File: config.mk
export PLATFORM = sky130hd
export DESIGN_NAME = bitwise_alu_pipe_flat
export DESIGN_NICKNAME = d
export VERILOG_FILES = /design/src/rtl/bitwise_pkg.sv /design/src/rtl/bitwise_alu_pipe_if.sv /design/src/rtl/bitwise_core.sv /design/src/rtl/bitwise_alu_pipe.sv /design/src/flat_wrapper.sv
export SDC_FILE = /design/constraint.sdc
export NUM_CORES = 1
export LEC_CHECK = 0
export CAP_MARGIN = 20
export CORE_MARGIN = 10
export CORE_UTILIZATION = 25
export CTS_CLUSTER_DIAMETER = 150
export DETAILED_ROUTE_END_ITERATION = 10
export MAX_ROUTING_LAYER = met4
export PLACE_DENSITY_LB_ADDON = 0.3
export SLEW_MARGIN = 20
export SYNTH_ARGS = -nofsm -noshare
export SYNTH_HDL_FRONTEND = slang
export SYNTH_SLANG_ARGS = --single-unit
File: constraint.sdc
create_clock -name clk -period 5.7 [get_ports clk]
set_input_delay 1.71 -clock clk [delete_from_list [all_inputs] [get_ports clk]]
set_output_delay 1.71 -clock clk [all_outputs]
set_load 0.1 [all_outputs]
File: src/rtl/bitwise_pkg.sv
// Shared definitions for the bitwise ALU pipeline: op-code width and encodings.
package bitwise_pkg;

  localparam int unsigned OP_W = 3;

  typedef enum logic [OP_W-1:0] {
    OP_AND   = 3'b000,
    OP_OR    = 3'b001,
    OP_XOR   = 3'b010,
    OP_NAND  = 3'b011,
    OP_NOR   = 3'b100,
    OP_XNOR  = 3'b101,
    OP_ANDN  = 3'b110,
    OP_PASSB = 3'b111
  } op_e;

endpackage : bitwise_pkg

File: src/rtl/bitwise_alu_pipe_if.sv
// Operand/result handshake bundle between the upstream source, the ALU
// pipeline and the downstream consumer.
interface bitwise_alu_pipe_if
  import bitwise_pkg::*;
#(
  parameter int unsigned WIDTH = 8
) ();

  localparam int unsigned CNT_W = $clog2(WIDTH + 1);

  // Upstream side
  logic              in_valid;
  logic              in_ready;
  logic [WIDTH-1:0]  a;
  logic [WIDTH-1:0]  b;
  logic [OP_W-1:0]   op;
  logic              acc_en;

  // Downstream side
  logic              out_valid;
  logic              out_ready;
  logic [WIDTH-1:0]  q;
  logic              zero;
  logic              parity;
  logic [CNT_W-1:0]  popcount;

  // Environment view: drives operands and consumer readiness
  modport master (
    output in_valid, a, b, op, acc_en, out_ready,
    input  in_ready, out_valid, q, zero, parity, popcount
  );

  // ALU pipeline view
  modport slave (
    input  in_valid, a, b, op, acc_en, out_ready,
    output in_ready, out_valid, q, zero, parity, popcount
  );

endinterface : bitwise_alu_pipe_if

File: src/rtl/bitwise_core.sv
// Combinational bitwise operation unit with result status flags.
module bitwise_core
  import bitwise_pkg::*;
#(
  parameter  int unsigned WIDTH = 8,
  localparam int unsigned CNT_W = $clog2(WIDTH + 1)
) (
  input  logic [WIDTH-1:0] i_a,
  input  logic [WIDTH-1:0] i_b,
  input  logic [OP_W-1:0]  i_op,
  output logic [WIDTH-1:0] o_result,
  output logic             o_zero,
  output logic             o_parity,
  output logic [CNT_W-1:0] o_popcount
);

  logic [WIDTH-1:0] w_result;
  logic [CNT_W-1:0] w_count;

  // Select the bitwise operation
  always_comb begin
    w_result = '0;
    unique case (op_e'(i_op))
      OP_AND:   w_result = i_a & i_b;
      OP_OR:    w_result = i_a | i_b;
      OP_XOR:   w_result = i_a ^ i_b;
      OP_NAND:  w_result = ~(i_a & i_b);
      OP_NOR:   w_result = ~(i_a | i_b);
      OP_XNOR:  w_result = ~(i_a ^ i_b);
      OP_ANDN:  w_result = i_a & ~i_b;
      OP_PASSB: w_result = i_b;
      default:  w_result = '0;
    endcase
  end

  // Count set bits of the result
  always_comb begin
    w_count = '0;
    for (int unsigned i = 0; i < WIDTH; i++) begin
      w_count = w_count + CNT_W'(w_result[i]);
    end
  end

  assign o_result   = w_result;
  assign o_zero     = (w_result == '0);
  assign o_parity   = ^w_result;
  assign o_popcount = w_count;

endmodule : bitwise_core

File: src/rtl/bitwise_alu_pipe.sv
// Two-stage pipelined bitwise ALU with valid/ready handshakes, an accumulator
// that chains results, and registered status flags.
module bitwise_alu_pipe
  import bitwise_pkg::*;
#(
  parameter int unsigned WIDTH = 8
) (
  input  logic              clk,
  input  logic              rst,
  bitwise_alu_pipe_if.slave bus
);

  localparam int unsigned CNT_W = $clog2(WIDTH + 1);

  // Stage 1: captured operation
  logic              r_s1_valid;
  logic [WIDTH-1:0]  r_s1_a;
  logic [WIDTH-1:0]  r_s1_b;
  logic [OP_W-1:0]   r_s1_op;
  logic              r_s1_acc_en;

  // Stage 2: registered result and flags
  logic              r_out_valid;
  logic [WIDTH-1:0]  r_q;
  logic              r_zero;
  logic              r_parity;
  logic [CNT_W-1:0]  r_popcount;

  // Accumulator: last result that moved into stage 2
  logic [WIDTH-1:0]  r_acc;

  logic              w_s2_advance;
  logic              w_s1_to_s2;
  logic              w_in_ready;
  logic              w_accept;
  logic              w_consume;
  logic [WIDTH-1:0]  w_eff_a;
  logic [WIDTH-1:0]  w_result;
  logic              w_zero;
  logic              w_parity;
  logic [CNT_W-1:0]  w_popcount;

  assign w_s2_advance = !r_out_valid || bus.out_ready;
  assign w_s1_to_s2   = r_s1_valid && w_s2_advance;
  assign w_in_ready   = !rst && (!r_s1_valid || w_s2_advance);
  assign w_accept     = bus.in_valid && w_in_ready;
  assign w_consume    = r_out_valid && bus.out_ready;

  // The accumulator is refreshed on every stage transfer, so an acc_en op
  // directly behind another always sees its predecessor's result.
  assign w_eff_a = r_s1_acc_en ? r_acc : r_s1_a;

  bitwise_core #(
    .WIDTH (WIDTH)
  ) u_core (
    .i_a        (w_eff_a),
    .i_b        (r_s1_b),
    .i_op       (r_s1_op),
    .o_result   (w_result),
    .o_zero     (w_zero),
    .o_parity   (w_parity),
    .o_popcount (w_popcount)
  );

  // Stage-1 valid: set on accept, cleared when its op moves on
  always_ff @(posedge clk) begin
    if (rst) begin
      r_s1_valid <= 1'b0;
    end else if (w_accept) begin
      r_s1_valid <= 1'b1;
    end else if (w_s1_to_s2) begin
      r_s1_valid <= 1'b0;
    end
  end

  // Stage-1 data: captured on accept only, no reset needed
  always_ff @(posedge clk) begin
    if (w_accept) begin
      r_s1_a      <= bus.a;
      r_s1_b      <= bus.b;
      r_s1_op     <= bus.op;
      r_s1_acc_en <= bus.acc_en;
    end
  end

  // Stage 2: load result and flags on transfer, drop valid when consumed
  always_ff @(posedge clk) begin
    if (rst) begin
      r_out_valid <= 1'b0;
      r_q         <= '0;
      r_zero      <= 1'b1;
      r_parity    <= 1'b0;
      r_popcount  <= '0;
    end else if (w_s1_to_s2) begin
      r_out_valid <= 1'b1;
      r_q         <= w_result;
      r_zero      <= w_zero;
      r_parity    <= w_parity;
      r_popcount  <= w_popcount;
    end else if (w_consume) begin
      r_out_valid <= 1'b0;
    end
  end

  // Accumulator follows every stage transfer regardless of acc_en
  always_ff @(posedge clk) begin
    if (rst) begin
      r_acc <= '0;
    end else if (w_s1_to_s2) begin
      r_acc <= w_result;
    end
  end

  assign bus.in_ready  = w_in_ready;
  assign bus.out_valid = r_out_valid;
  assign bus.q         = r_q;
  assign bus.zero      = r_zero;
  assign bus.parity    = r_parity;
  assign bus.popcount  = r_popcount;

endmodule : bitwise_alu_pipe

File: src/flat_wrapper.sv
// flat-port wrapper written by rule: the top's interface ports become plain ports
module bitwise_alu_pipe_flat import bitwise_pkg::*;
#(
  parameter int unsigned WIDTH = 8
)
  (clk, rst, bus_in_valid, bus_a, bus_b, bus_op, bus_acc_en, bus_out_ready, bus_in_ready, bus_out_valid, bus_q, bus_zero, bus_parity, bus_popcount);
  bitwise_alu_pipe_if #(.WIDTH(WIDTH)) bus_i ();
  input  logic clk;
  input  logic rst;
  input wire logic [$bits(bus_i.in_valid)-1:0] bus_in_valid;
  input wire logic [$bits(bus_i.a)-1:0] bus_a;
  input wire logic [$bits(bus_i.b)-1:0] bus_b;
  input wire logic [$bits(bus_i.op)-1:0] bus_op;
  input wire logic [$bits(bus_i.acc_en)-1:0] bus_acc_en;
  input wire logic [$bits(bus_i.out_ready)-1:0] bus_out_ready;
  output wire logic [$bits(bus_i.in_ready)-1:0] bus_in_ready;
  output wire logic [$bits(bus_i.out_valid)-1:0] bus_out_valid;
  output wire logic [$bits(bus_i.q)-1:0] bus_q;
  output wire logic [$bits(bus_i.zero)-1:0] bus_zero;
  output wire logic [$bits(bus_i.parity)-1:0] bus_parity;
  output wire logic [$bits(bus_i.popcount)-1:0] bus_popcount;
  assign bus_i.in_valid = bus_in_valid;
  assign bus_i.a = bus_a;
  assign bus_i.b = bus_b;
  assign bus_i.op = bus_op;
  assign bus_i.acc_en = bus_acc_en;
  assign bus_i.out_ready = bus_out_ready;
  assign bus_in_ready = bus_i.in_ready;
  assign bus_out_valid = bus_i.out_valid;
  assign bus_q = bus_i.q;
  assign bus_zero = bus_i.zero;
  assign bus_parity = bus_i.parity;
  assign bus_popcount = bus_i.popcount;
  bitwise_alu_pipe #(.WIDTH(WIDTH)) u_core (.clk(clk), .rst(rst), .bus(bus_i));
endmodule
# Word level (Yosys, flattened, before mapping)
# Cells that the tools add are included.
# op_classes
n_eq_ne	7
bitwise_logic	8
n_reduce_logical	14
addsub	7
mux	6
# op_table
cell	count
8-bit case mux with 8 select lines	1
8-bit NOT	4
4-bit by 1-bit adder with 4-bit output	4
8-bit bitwise AND	2
3-bit equality test, second input constant	4
8-bit logical NOT	1
8-bit 2-to-1 mux	1
8-bit OR	1
8-bit XOR reduction	1
8-bit bitwise XOR	1
3-bit by 2-bit equality test with 1-bit output, second input constant	2
3-bit by 1-bit adder with 4-bit output	1
1-bit logical AND	4
1-bit 2-to-1 mux	4
2-bit nonzero test	2
2-bit by 1-bit adder with 3-bit output	1
3-bit by 1-bit equality test with 1-bit output, second input constant	1
1-bit logical NOT	3
3-bit logical NOT	1
1-bit by 1-bit adder with 2-bit output	1
1-bit logical OR	2
# totals
elab_cells	52
regBits	36
out_inout_bits	16
in_bits	24

# Logic depth before layout (Yosys ltp)
# Gate-level depths: netlist (run 1).
# logic_depth
word_depth	11
mapped_depth	18
depth_no_buf	17

# Hierarchy
# Synthesis (run 1) repeated with hierarchy kept, for this count alone.
# hier_totals
cells_unflattened	246
area_unflattened_um2	2653.8
# modules_own_cells
mod	instances	seq_area_each_um2	cells_per_inst	area_per_inst_um2
bitwise_alu_pipe	1	920.9	100	1418.9
bitwise_core	1	0.0	146	1234.9

# Worst setup path before layout (run 1)
# OpenSTA, ideal clock, no wires.
# synth_timing
path_kind	input port to output port
startpoint	in rst
endpoint	out bus_in_ready
required_time_ns	3.990
path_buffers	1
arrival_ns	3.395
stages	2
slack_ns	0.595
cell_sequence	clkbuf_1 > a21oi_1
# synth_between
elab_chain_len	2
# synth_rtl
element	line_no	rtl
start, declared	flat_wrapper.sv:9	input logic rst;
1-bit logical NOT	bitwise_alu_pipe.sv:45	assign w_in_ready = !rst && (!r_s1_valid || w_s2_advance);
1-bit logical AND	bitwise_alu_pipe.sv:45	
end, declared	flat_wrapper.sv:16	output wire logic [$bits(bus_i.in_ready)-1:0] bus_in_ready;
# No other way between the ends.

# Worst setup path after layout (run 1)
# layout_timing
startpoint	reg u_core.r_s1_acc_en
endpoint	reg u_core.r_popcount[2] (netlist: u_core.bus.popcount[2])
# layout_between
elab_chain_len	11
elab_cells_between_ends	16
cone_classes	add/sub (7); mux (2); bitwise (7)
# layout_rtl
element	line_no	rtl
start, declared	bitwise_alu_pipe.sv:20	logic r_s1_acc_en;
start signal, assigned	bitwise_alu_pipe.sv:82	r_s1_acc_en <= bus.acc_en;
8-bit 2-to-1 mux (*)	bitwise_alu_pipe.sv:51	assign w_eff_a = r_s1_acc_en ? r_acc : r_s1_a;
8-bit bitwise XOR (tied with other cells)	bitwise_core.sv:26, bitwise_core.sv:29	
8-bit NOT, on equally long branches	bitwise_core.sv:29, bitwise_core.sv:27, bitwise_core.sv:28	
8-bit case mux with 8 select lines (*)	bitwise_core.sv:23	unique case (op_e'(i_op))
1-bit by 1-bit adder with 2-bit output	bitwise_core.sv:40	w_count = w_count + CNT_W'(w_result[i]);
2-bit by 1-bit adder with 3-bit output	bitwise_core.sv:40	
3-bit by 1-bit adder with 4-bit output	bitwise_core.sv:40	
4-bit by 1-bit adder with 4-bit output (3 in a row)	bitwise_core.sv:40	
4-bit by 1-bit adder with 4-bit output (*)	bitwise_core.sv:40	
end signal, assigned	bitwise_alu_pipe.sv:99	r_popcount <= w_popcount;
end, declared	bitwise_alu_pipe.sv:27	logic [CNT_W-1:0] r_popcount;
# Every way passes the cells marked *; elsewhere a longest branch is shown, timed or not.
# A chain may end at the register's enable or synchronous reset.

==> qor.csv, run 1 <==
metric,value,unit
globalplace.congestion,0.784,
peakVddDrop,0.0872,mV
synth_fp_nets,321,
final_cell_mix,"clkdlybuf4s50_1 (38), inv_1 (31), ha_1 (31)",
p_comb_share,34.7,%
synthTopCellsByArea,"edfxtp_1 (23%), ha_1 (15%), dfxtp_1 (13%)",
drc_errors,0,
grt_util_all_layers,8.83,%
slowest_stage,edfxtp_1,
holdBufCountCts,0,
wl_per_cell,14.6,um
rsz0062_at_grt,no,
clk_latency,0.29,ns
final.min_clock_period,4.61,ns
nets,355,
critical-path-max-stage-delay,0.70,ns
first_iter_violations,89,
fin_tns_setup,0,ns
arrival,4.83,ns
hold_viol,0,
num_rows,36,
final_common_cell,clkdlybuf4s50_1,
p_per_area,242,mW/mm^2
finalCritPeriodShare,80.9,%
dieArea,0.0147,mm^2
cts_buffer_depth,2,
critPathTopFamily,adder cells,
synth_top_flop_cell,edfxtp_1,
yosys_warnings,0,
start_kind,flip-flop,
cts.sinks,36,
ys_seq_area_share,36.0,%
ant_nets,0,
first_pass_iters,4,
grt_start_max_net_pins,35,
p_seq_share,40.2,%
post-cts-setup-buffers,0,
cap_violations,0,
cts_made_buffers,5,
num_vias,1967,
dieHeight,121,um
grt_pass1_vias,2027,
crit_buf_inv,2,
max_freq,217,MHz
slew_violations,0,
p_leak,1.29,nW
root_buffer,clkbuf_8,
synth_edf_count,20,
antenna_cells,0,
synth_seq_cells,36,
avgSynthCellArea,9.77,um^2
core-area,0.00986,mm^2
cts_resized,0,
hold_path.class,reg -> reg,
crit_path_frequent_cell,fa_1,
drt-total-wl,6.29,mm
switching_power,270,uW
synth_top_cell_by_area,edfxtp_1,
cts_tree,yes,
drive_gt1_share,10.1,%
endpoint_kind,flip-flop,
power.share.clock,25.1,%
whs,0.463,ns
clkTransAtPathRegs,0.07,ns
htreeDepth,2,
die_x,121,um
nFillCells,1024,
syn-cell-area,0.00256,mm^2
cp_cell_sequence,mux2i_1 > ha_1 > nor2b_1 > o21ai_0 > a31oi_1 > o22ai_2 > fa_1 > fa_1 > fa_1 > inv_1 > ha_1 > inv_1 > fa_1 > xnor2_1 > nand2_1 > a21oi_1,
worst_slew_pin_slew,1.07,ns
swShare,35.5,%
hpwl,4.69,mm
critical_path_class,reg -> reg,
grt_antenna_before_repair,0,
viasPerCell,4.57,
max_slew_margin,28.7,%
start_util,25.9,%
pin_count,40,
grt-ovfl-total,0,
grt_first_pass_wirelength,10.2,mm
port_buffers,39,
setup_viol_count_final,0,
p_int,490,uW
clock_skew,0.00548,ns
syn_inst,262,
synthArstFlopShare,0,%
worstPathMaxFanout,8,
synth.top_cell.area_share,23.5,%
outcome,"finished, final reports clean",
worstPathRequired,5.92,ns
syn2layout_area_growth,22.6,%
synthDistinctLibCells,50,
==> metal layers <==
| layer | part of all wire (%) | GRT usage [%] | vias up |
|---|---|---|---|
| met5 | 0 | - | - |
| met4 | 1.2 | 2.91 | 0 |
| met3 | 1.8 | 1.72 | 9 |
| met2 | 51 | 14.9 | 29 |
| met1 | 46 | 10.3 | 943 |
| li1 | - | - | 986 |
==> flip-flops by register name, summed over array words and instances, names as in the netlist <==
| signal | count |
|---|---|
| u_core.bus.zero | 1 |
| u_core.bus.popcount | 4 |
| u_core.r_s1_op | 3 |
| u_core.r_s1_b | 8 |
| u_core.r_s1_acc_en | 1 |
| u_core.r_s1_a | 8 |
| u_core.r_acc | 8 |
| u_core.bus.parity | 1 |
| u_core.bus.out_valid | 1 |
| u_core.r_s1_valid | 1 |
==> power by group through the flow <==
| stage | clock network [mW] | registers (mW) | logic (mW) |
|---|---|---|---|
| final | 0.191 | 0.305 | 0.263 |
| after global routing | 0.209 | 0.308 | 0.289 |
| after CTS | 0.199 | 0.307 | 0.265 |
| after detailed placement | 0 | 0.313 | 0.263 |
| after global placement | 0 | 0.313 | 0.259 |
| after floorplan | 0 | 0.366 | 0.142 |
==> synth_stat cells (2+ instances only) <==
master     n
buf_4      3
a31oi_1    4
inv_1     31
a32oi_1    2
edfxtp_1  20
o21ai_0    5
nor2b_1    5
nor2_1    22
a211o_1    3
a211oi_1   2
xnor2_1    2
buf_2      6
clkbuf_1   4
buf_6      2
nor3_1     3
nand2b_1   2
a21oi_1   24
fa_1       4
nor3b_1    3
dfxtp_1   16
nand2_1   15
o211ai_1   2
a31o_2     3
ha_1      31
a21oi_2    3
nand3_1    3
xor2_1     2
mux2i_1   11
o21ai_1    2
mux2_2     4
or3_1      2
o22ai_1    2
o221ai_2   2
==> tightest hold or removal path, delay by kind of cell, from the launching register on <==
| kind | cells | cell delay, ns |
|---|---|---|
| flops | 1 | 0.31 |
| simple gates | 1 | 0.05 |
| compound gates | 1 | 0.05 |
==> area by class of cell <==
class / count / area (um^2) / share of cell area [%]
inverters: 31 / 116 / 3.71
repair buffers: 43 / 425 / 13.6
flip-flops and latches: 36 / 921 / 29.3
well taps: 133 / 166 / 5.30
clock buffers: 8 / 90.1 / 2.87
multi-input cells: 179 / 1420 / 45.2
==> path summary, 6_finish.rpt <==
kind / startpoint / endpoint / slack (ns) / cells after the start
setup / recovery: u_core.r_s1_acc_en / u_core.bus.popcount[2] / 1.09 / 16
hold / removal: u_core.bus.popcount[2] / u_core.bus.popcount[2] / 0.46 / 2
setup reg to reg: u_core.r_s1_acc_en / u_core.bus.popcount[2] / 1.09 / 16
hold reg to reg: u_core.bus.popcount[2] / u_core.bus.popcount[2] / 0.46 / 2
==> logic make-up (layout without fill, tap and decap cells) <==
group / count (synthesis) / in the layout / synth area share [%]
buffers and inverters: 47 / 82 / 8.65
xor gates and xnor gates: 4 / 4 / 1.37
DFF: 36 / 36 / 36.0
AOI/OAI and AO/OA: 62 / 62 / 17.0
muxes: 16 / 16 / 6.94
and+or+nand+nor: 62 / 62 / 11.8
adders and majority gates: 35 / 35 / 18.3
==> through the flow <==
step	util [%]	worst slack, ns	cells	area (um^2)	power, mW
floorplan	-	0.595	262	2560	0.509
global placement	30.7	1.19	421	3030	0.572
detailed placement	30.7	1.08	421	3030	0.576
CTS	31.6	1.05	429	3120	0.772
global route	31.8	0.798	430	3140	0.806
finish	31.8	1.09	430	3140	0.759
(Power assumes the default switching activity.)
==> inputs of run 2 (changes only) <==
- clock period: 5.7 -> 4.49 ns (I/O delays scaled with it)
==> qor.csv, run 2 (synthesized netlist as in run 1, its figures left out) <==
metric,value,unit
p_leak,1.36,nW
endpoint_kind,flip-flop,
die_x,121,um
core-area,0.00986,mm^2
start_util,25.9,%
max_freq,235,MHz
dieHeight,121,um
clock_skew,0.00940,ns
grt-ovfl-total,0,
cap_violations,0,
slew_violations,0,
hold_path.class,reg -> reg,
port_buffers,39,
htreeDepth,2,
pin_count,40,
instances_no_fill,441,
viasPerCell,4.44,
dp.cells,429,
grt_antenna_before_repair,0,
clkTransAtPathRegs,0.08,ns
final.min_clock_period,4.25,ns
drive_gt1_share,15.6,%
drc_errors,0,
design_area,0.00328,mm^2
place_area,0.00310,mm^2
antenna_cells,0,
start_kind,flip-flop,
cts_made_buffers,5,
setup_viol_count_final,0,
final_common_cell,clkdlybuf4s50_1,
critical_path_class,reg -> reg,
root_buffer,clkbuf_8,
finalCritPeriodShare,94.6,%
peakVddDrop,0.156,mV
nets,366,
hold_viol,0,
wl_per_cell,13.7,um
outcome,"finished, final reports clean",
final_cell_mix,"clkdlybuf4s50_1 (38), inv_1 (31), ha_1 (31)",
grt_util_all_layers,8.85,%
holdBufCountCts,0,
cts_tree,yes,
num_rows,36,
max_slew_margin,33.8,%
fin_tns_setup,0,ns
cts.sinks,36,
ant_nets,0,
clk_latency,0.29,ns
globalplace.congestion,0.797,
arrival,4.47,ns
whs,0.470,ns
p_total,1.02,mW
worstPathMaxFanout,4,
drt-total-wl,6.05,mm
dieArea,0.0147,mm^2
worstPathRequired,4.71,ns
cts_buffer_depth,2,
syn2layout_area_growth,28.1,%
largestRegisters,"u_core.r_acc x8, u_core.r_s1_a x8, u_core.r_s1_b x8",
grt_pass1_vias,2051,
p_per_area,312,mW/mm^2
grt_start_max_net_pins,21,
num_vias,1957,
worst_slew_pin_slew,0.990,ns
grt_first_pass_wirelength,10.2,mm
first_pass_iters,4,
first_iter_violations,66,
hpwl,4.67,mm
==> run 2: cell types whose count changed in the layout (fill, tap and decap cells not counted), sizes merged <==
cell	delta
buf	+11
clkinv	+1
clkinvlp	+1
clkbuf	-3
bufinv	+1
==> run 2: timing repair <==
item,CTS,global route
buffers inserted,0,4
resized for setup,0,7
setup endpoints to repair,0,2
==> run 2: layout make-up <==
class / instances / area, um^2
Clock buffer: 5 / 68.8
Clock inverter: 3 / 42.5
Fill cell: 1009 / 6590
Inverter: 31 / 116
Multi-Input combinational cell: 179 / 1450
Sequential cell: 36 / 922
Tap cell: 133 / 166
Timing Repair Buffer: 54 / 513
==> run 2: final timing paths <==
| kind | slack [ns] | end | cells after the start | startpoint |
|---|---|---|---|---|
| max | 0.24 | u_core.bus.popcount[2] | 18 | u_core.r_s1_acc_en |
| min | 0.47 | u_core.bus.popcount[2] | 2 | u_core.bus.popcount[2] |
| max reg2reg | 0.24 | u_core.bus.popcount[2] | 18 | u_core.r_s1_acc_en |
| min reg2reg | 0.47 | u_core.bus.popcount[2] | 2 | u_core.bus.popcount[2] |
==> run 2: metrics by stage <==
step	setup WS [ns]	util [%]
finish	0.241	33.2
global route	-0.00521	33.2
CTS	0.0857	32.6
detailed placement	0.121	31.5
global placement	0.201	31.5
floorplan	0.0624	-
==> run 2: metal layers <==
metal	global-route usage (%)	share of wire (%)	up-vias
met1	10.9	46	913
met5	-	0	-
met2	14.5	50	32
met3	2.05	3.0	4
met4	2.01	0.66	0
li1	-	-	1008
==> run 2: worst max-delay path, cell delays in order, from the launching register on <==
cell and delay [ns]:
edfxtp_1 0.44, buf_4 0.16, mux2i_4 0.21, inv_1 0.08, ha_1 0.19, mux2_2 0.25
a21oi_1 0.16, a21oi_1 0.11, nor2_2 0.20, fa_1 0.45, fa_1 0.51, fa_1 0.41
inv_1 0.07, ha_1 0.16, inv_1 0.06, fa_1 0.37, xnor2_1 0.14, nand2_1 0.06
a21oi_1 0.14
==> run 2: power breakdown <==
group          switching, mW  total [mW]  internal [mW]  leakage, nW
sequential            0.0173       0.386          0.369        0.319
combinational          0.211       0.346          0.135        0.983
clock                  0.126       0.290          0.164       0.0541
total                  0.354        1.02          0.668         1.36
==> inputs of run 3 (changes only) <==
- CORE_MARGIN: 10 -> default
==> qor.csv, run 3 (synthesized netlist as in run 1, its figures left out) <==
metric,value,unit
antenna_cells,0,
r2r_end,u_core.bus.popcount[2],
critical_path_class,reg -> reg,
start_kind,flip-flop,
clock_skew,0.00641,ns
cts_made_buffers,5,
clk_latency,0.29,ns
first_iter_violations,101,
globalplace.congestion,0.820,
num_rows,36,
die_x,103,um
cts_buffer_depth,2,
grt_util_all_layers,12.7,%
start_util,25.9,%
grt_start_max_net_pins,21,
wl_per_cell,13.6,um
hold_start,u_core.bus.popcount[0],
cap_violations,0,
pin_count,40,
worstRegToRegCells,18,
p_per_area,298,mW/mm^2
multi_input_area,0.00148,mm^2
syn2layout_area_growth,28.9,%
dp.cells,429,
crit_start,u_core.r_s1_acc_en,
largestRegisters,"u_core.r_acc x8, u_core.r_s1_a x8, u_core.r_s1_b x8",
cts.sinks,36,
drt-total-wl,6.00,mm
setup_viol_count_final,0,
final_common_cell,clkdlybuf4s50_1,
viasPerCell,4.50,
drive_gt1_share,18.1,%
hpwl,4.31,mm
final.min_clock_period,4.19,ns
first_pass_iters,4,
endpoint_kind,flip-flop,
port_buffers,39,
worstPathMaxFanout,3,
rr_startpoint,u_core.r_s1_acc_en,
p_total,983,uW
grt_first_pass_wirelength,9.86,mm
fin_ws,0.301,ns
p_leak,1.35,nW
arrival,4.41,ns
worstHoldEndpoint,u_core.bus.popcount[0],
whs,0.463,ns
seq_area,922,um^2
worst_slew_pin_slew,1.00,ns
holdBufCountCts,0,
grt_pass1_vias,2046,
root_buffer,clkbuf_8,
pre_cts_slack,0.188,ns
dieArea,0.0106,mm^2
outcome,"finished, final reports clean",
num_vias,1990,
grt_antenna_before_repair,0,
hold_depth,2,
rrSetupSlack,0.30,ns
htreeDepth,2,
core-area,0.00986,mm^2
grt-ovfl-total,0,
nFillCells,1006,
worstPathRequired,4.71,ns
hold_path.class,reg -> reg,
max_freq,239,MHz
peakVddDrop,0.118,mV
max_slew_margin,33.1,%
dieHeight,103,um
hold_viol,0,
drc_errors,0,
nets,367,
final_cell_mix,"clkdlybuf4s50_1 (38), inv_1 (30), ha_1 (29)",
slew_violations,0,
instances_no_fill,442,
cts_tree,yes,
finalCritPeriodShare,93.3,%
ant_nets,0,
clkTransAtPathRegs,0.07,ns
==> run 3: cell type report <==
| cell class | count | area share, % |
|---|---|---|
| clock buffers | 8 | 2.73 |
| inverters | 31 | 3.53 |
| multi-input cells | 179 | 44.8 |
| flip-flops and latches | 36 | 28.0 |
| well taps | 133 | 5.05 |
| repair buffers | 55 | 15.9 |
==> run 3: critical path, cell delays in order (launching register included) <==
cell and delay (ns):
edfxtp_1 0.46, buf_6 0.17, mux2i_2 0.22, inv_2 0.07, ha_2 0.21, inv_1 0.05
a31oi_1 0.09, o22ai_2 0.26, o22ai_2 0.12, fa_1 0.57, fa_1 0.43, fa_1 0.44
inv_1 0.07, ha_2 0.17, inv_1 0.05, fa_1 0.37, xnor2_1 0.16, nand2_1 0.07
a21oi_1 0.15
==> run 3: worst max path at each step <==
stage,endpoint,slack [ns],depth (start not counted)
final,u_core.bus.popcount[2],0.30,18
after detailed placement,u_core.bus.popcount[2],0.19,17
after floorplan,u_core.bus.popcount[2],0.06,16
after global placement,u_core.bus.popcount[2],0.25,16
after CTS,u_core.bus.popcount[2],0.14,17
after global routing,u_core.bus.popcount[2],-0.01,18
==> run 3: what timing repair did <==
| item | CTS | global route |
|---|---|---|
| buffers inserted | 0 | 5 |
| gates resized for setup | 0 | 18 |
| setup endpoints to repair | 0 | 2 |
==> run 3: metal layers <==
| metal | GRT usage [%] | vias up | share of wire, % |
|---|---|---|---|
| met5 | - | - | 0 |
| met4 | 4.44 | 0 | 1.7 |
| met3 | 2.98 | 10 | 3.9 |
| met2 | 20.5 | 41 | 48 |
| met1 | 15.6 | 931 | 47 |
| li1 | - | 1008 | - |
==> run 3: power by group <==
group / total (mW) / switching [mW] / internal (mW)
Clock: 0.243 / 0.118 / 0.125
Sequential: 0.387 / 0.0179 / 0.369
Combinational: 0.353 / 0.213 / 0.140
Total: 0.983 / 0.349 / 0.634
==> run 3: per-stage QoR <==
stage	instance area, um^2	setup TNS [ns]	utilization, %
final	3300	0	33.4
after global routing	3300	-0.0118	33.4
after CTS	3190	0	32.4
after detailed placement	3100	0	31.5
after global placement	3100	0	31.5
after floorplan	2560	0	-
